--- config.mk ---
export PLATFORM = sky130hd
export DESIGN_NAME = idex_stage
export DESIGN_NICKNAME = d
export VERILOG_FILES = /design/src/rtl/idex_stage.sv
export SDC_FILE = /design/constraint.sdc
export NUM_CORES = 1
export LEC_CHECK = 0
export ABC_AREA = 1
export ABC_CLOCK_PERIOD_IN_PS = 2000
export CAP_MARGIN = 15
export CORE_MARGIN = 2
export CORE_UTILIZATION = 30
export CTS_BUF_LIST = sky130_fd_sc_hd__clkbuf_2
export CTS_CLUSTER_DIAMETER = 60
export DETAILED_ROUTE_END_ITERATION = 7
export HOLD_SLACK_MARGIN = 0.05
export PLACE_DENSITY_LB_ADDON = 0.15
export SLEW_MARGIN = 10
export SYNTH_ARGS = -nofsm -noshare
export SYNTH_HDL_FRONTEND = slang
export SYNTH_SLANG_ARGS = --single-unit
export TNS_END_PERCENT = 5
--- constraint.sdc ---
create_clock -name clk -period 2 [get_ports clk]
set_input_delay 0.3 -clock clk [delete_from_list [all_inputs] [get_ports clk]]
set_output_delay 0.3 -clock clk [all_outputs]
set_load 0.005 [all_outputs]
--- src/rtl/idex_stage.sv ---
// ID/EX pipeline register with the EX-side operand forwarding, operand select,
// destination select and ALU control decode.
module idex_stage (
    input  logic        clk,
    input  logic        resetn,
    input  logic        stall,
    input  logic        flush,
    input  logic        d_valid,
    input  logic [31:0] d_rd1,
    input  logic [31:0] d_rd2,
    input  logic [31:0] d_imm,
    input  logic [4:0]  d_rs,
    input  logic [4:0]  d_rt,
    input  logic [4:0]  d_rd,
    input  logic [6:0]  d_ctrl,
    input  logic [5:0]  d_funct,
    input  logic        m_regwrite,
    input  logic [4:0]  m_writereg,
    input  logic [31:0] m_aluout,
    input  logic        w_regwrite,
    input  logic [4:0]  w_writereg,
    input  logic [31:0] w_result,
    output logic [31:0] srca,
    output logic [31:0] srcb,
    output logic [2:0]  alucontrol,
    output logic [31:0] e_writedata,
    output logic [4:0]  e_writereg,
    output logic [2:0]  e_ctrl,
    output logic        e_valid,
    output logic        e_illegal
);

    // r_ctrl = {regwrite, memtoreg, memwrite, alusrc, regdst, aluop[1:0]}
    localparam int C_ALUSRC = 3;
    localparam int C_REGDST = 2;

    logic        r_valid;
    logic [6:0]  r_ctrl;
    logic [31:0] r_rd1;
    logic [31:0] r_rd2;
    logic [31:0] r_imm;
    logic [4:0]  r_rs;
    logic [4:0]  r_rt;
    logic [4:0]  r_rd;
    logic [5:0]  r_funct;

    logic [31:0] w_fwd_a;
    logic [31:0] w_fwd_b;
    logic [2:0]  w_alu;
    logic        w_bad;

    always_ff @(posedge clk or negedge resetn) begin
        if (!resetn) begin
            r_valid <= 1'b0;
            r_ctrl  <= '0;
            r_rd1   <= '0;
            r_rd2   <= '0;
            r_imm   <= '0;
            r_rs    <= '0;
            r_rt    <= '0;
            r_rd    <= '0;
            r_funct <= '0;
        end else if (flush) begin
            // Bubble: only validity and control are cleared, data is left as is.
            r_valid <= 1'b0;
            r_ctrl  <= '0;
        end else if (!stall) begin
            r_valid <= d_valid;
            r_ctrl  <= d_ctrl;
            r_rd1   <= d_rd1;
            r_rd2   <= d_rd2;
            r_imm   <= d_imm;
            r_rs    <= d_rs;
            r_rt    <= d_rt;
            r_rd    <= d_rd;
            r_funct <= d_funct;
        end
    end

    // MEM is checked last so it overrides WB as the more recent producer.
    always_comb begin
        w_fwd_a = r_rd1;
        if (w_regwrite && (w_writereg == r_rs) && (r_rs != 5'd0))
            w_fwd_a = w_result;
        if (m_regwrite && (m_writereg == r_rs) && (r_rs != 5'd0))
            w_fwd_a = m_aluout;
    end

    always_comb begin
        w_fwd_b = r_rd2;
        if (w_regwrite && (w_writereg == r_rt) && (r_rt != 5'd0))
            w_fwd_b = w_result;
        if (m_regwrite && (m_writereg == r_rt) && (r_rt != 5'd0))
            w_fwd_b = m_aluout;
    end

    always_comb begin
        w_alu = 3'd2;
        w_bad = 1'b0;
        case (r_ctrl[1:0])
            2'b00: w_alu = 3'd2;
            2'b01: w_alu = 3'd6;
            2'b10: begin
                case (r_funct)
                    6'h20:   w_alu = 3'd2;
                    6'h22:   w_alu = 3'd6;
                    6'h24:   w_alu = 3'd0;
                    6'h25:   w_alu = 3'd1;
                    6'h2A:   w_alu = 3'd7;
                    default: w_bad = 1'b1;
                endcase
            end
            default: w_bad = 1'b1;
        endcase
    end

    assign srca        = w_fwd_a;
    assign srcb        = r_ctrl[C_ALUSRC] ? r_imm : w_fwd_b;
    assign e_writedata = w_fwd_b;
    assign e_writereg  = r_ctrl[C_REGDST] ? r_rd : r_rt;
    assign alucontrol  = w_alu;
    assign e_ctrl      = r_valid ? r_ctrl[6:4] : 3'b000;
    assign e_valid     = r_valid;
    assign e_illegal   = r_valid & w_bad;

endmodule

==> results.ini <==
[run_status]
status = finished, violations left
violations = negative setup slack

[placed_design]
gp_congestion = 0.890
dpl-instance-area_mm2 = 0.0114
port_buffers = 313
dpl_worst_slack_ps = -835
dp_hpwl_um = 23600
dpl.cell_count = 1738

[routing]
drtIter0Drc = 530
drt_wl_total_um = 33600
m1WireLength_um = 16100
num_vias = 8776
wl_met3_um = 1560
route.detailed.wl_per_inst_um = 18.0
dr_wl_met2_um = 15200
drc = 0
ant_nets = 0
via_per_inst = 4.69
top_layer_used = met4
drt_first_pass_iters = 5

[setup_path]
path_buf_inv = 6
crit_chain = inv_4, nand2_2, nand2_2, inv_2, nand2_2, nor2_4, buf_12, buf_4, buf_12, nand3_1, nand3_2, and2_4, dlygate4sd2_1
reg2regPathDepth = 4
path_delay_family = buffers and inverters
r2r_slack_ps = 1000
cp-endpoint = e_writedata[19]
crit_type = reg2out
cp-startpoint = r_rt[3]$_DFFE_PN0P_
cp.depth = 13
end_kind = output pin
critPathLaunchType = register
required_ps = 1700
cp_slowest_cell = dfrtp_2
critPathMaxStageDelay_ps = 500
worstPathMaxFanout = 10
r2r_end = r_rt[3]$_DFFE_PN0P_
cp_common_cell = nand2_2
crit_arrival_ps = 2530
rr_startpoint = r_rt[3]$_DFFE_PN0P_

[synthesis]
synthesis.nets = 1308
ys_seq_area_share_pct = 41.8
synth_edf_count = 0
ys_ff_latch = 125
async_flop_share_pct = 100
syn_area_mm2 = 0.00749
synth_top_area_share_pct = 41.8
synth-warning-count = 0
synth_cell_types = 28
syn-mean-instance-area_um2 = 6.81
synthCells = 1100
ys_top_cells_by_count = nand2_1 (480), nand3_1 (140), dfrtp_1 (125)
yosysMostFrequentCell = nand2_1
ys_top_cells_by_area = dfrtp_1 (42%), nand2_1 (24%), nand3_1 (9.4%), inv_1 (4.3%), o21ai_0 (3.9%)
yosys.area.top_type = dfrtp_1
ys.flop_type = dfrtp_1

[timing]
post-route-period-util_pct = 142
clock.fmax_ghz = 0.353
fin_skew_ps = 0
period_needed_ps = 2830
tightest_slew_ps = 439
hold_ws_ps = 120
slew_viol_final = 0
final_hold_viol_count = 0
setup_violations = 102
setup_tns_ps = -69750
slew_headroom_pct = 70.7
rsz0062_at_grt = true
worst_slack_ps = -832

[power]
leakage_nw = 6.68
total_power_mw = 7.89
power_density_mw_per_mm2 = 588
irDropWorstVdd_v = 0.000344

[floorplanning]
start_util_pct = 30.7
boundaryPins = 314
die_y_um = 162
row_count = 57
core_mm2 = 0.0244
die_w_um = 162
die_area_mm2 = 0.0263

[finish]
final_core_utilization_pct = 55.0
layout-drive-gt1-share_pct = 28.8
layout.cells.non_filler = 1871
layout-area-overhead-vs-synth_pct = 79.2
final_area_mm2 = 0.0134
nets = 1737

[global_route]
antenna_found_initial = 5
grt_pass1_vias = 8698
overflow = 0
grt_max_degree = 77
grtUsageTotal_pct = 25.3
grt_pass1_wl_um = 50500

[flow_run]
maxCapViolations = 0

[cts]
cts_buffer_depth = 2
h-tree-depth = 4
path_clk_slew_ps = 240
cts.sinks = 125
clk_latency_ps = 680
cts_made_buffers = 17
cts_tree = done
root_buffer = clkbuf_2

[worst_hold_path]
hold_path_class = in2reg

## logic make-up after synthesis
family,synth area share [%]
adder cells (fa/ha/maj),0.501
XOR/XNOR,0.234
buffers and inverters,9.55
AND/OR/NAND/NOR,41.3
AO/OA/AOI/OAI,6.68
flip-flops,41.8
## tightest hold or removal path, delay by kind of cell
kind,cells,cell delay [ps]
buf+inv,1,400
simple gates,2,130
## registers in the layout, summed over array words and instances (netlist names)
register / cells
r_imm: 32
r_rd1: 32
r_rd2: 32
e_valid: 1
r_ctrl: 7
r_funct: 6
r_rd: 5
r_rt: 5
r_rs: 5
## final cells by class
class	count	area [um^2]
clock buffers	17	85.1
flip-flops and latches	125	3130
multi-input cells	811	4520
inverters	100	390
fillers	2427	11000
clock inverters	15	160
diodes	5	12.5
well taps	324	405
repair buffers	474	4720
## routing by layer
layer / global-route usage (%) / up-vias
li1: - / 4334
met1: 36.3 / 4158
met2: 38.7 / 248
met3: 3.65 / 36
met4: 9.09 / 0
met5: 0 / -
## cells in the final DEF, fill, tap and decap left out, types with 18 or more instances in the layout
master           instances
nand3b_1                32
buf_4                   55
dfrtp_1                121
clkbuf_2                28
o21ai_2                 23
nand3_2                 71
inv_1                   85
nand3_1                 58
dlygate4sd3_1           56
buf_6                   31
buf_12                  18
nand2_1                428
o21ai_0                 52
clkdlybuf4s50_1        204
nand2_2                 44
buf_2                   56
and2_1                  18
## worst min path at each step
stage	start	end	depth (start not counted)	slack, ps
after floorplan	resetn	e_valid$_DFFE_PN0P_	0	4
after global placement	resetn	r_funct[3]$_DFFE_PN0P_	1	90
after detailed placement	resetn	r_funct[3]$_DFFE_PN0P_	1	90
after CTS	resetn	r_funct[0]$_DFFE_PN0P_	3	50
after global routing	d_rd[2]	r_rd[2]$_DFFE_PN0P_	3	50
final	d_imm[10]	r_imm[10]$_DFFE_PN0P_	3	120
## where the power goes
part | internal, mW | switching (mW) | total [mW]
combinational | 1.59 | 1.54 | 3.13
sequential | 2.83 | 0.175 | 3.01
clock | 0.595 | 1.16 | 1.76
total | 5.02 | 2.87 | 7.89
## what timing repair did
item,4_1_cts,5_1_grt
hold endpoints to repair,179,0
gates cloned,10,3
hold buffers,56,0
setup buffers,23,5
setup endpoints to repair,109,105
pin swaps,42,28
resized for setup,546,100
Power figures use the tool's default switching activity.
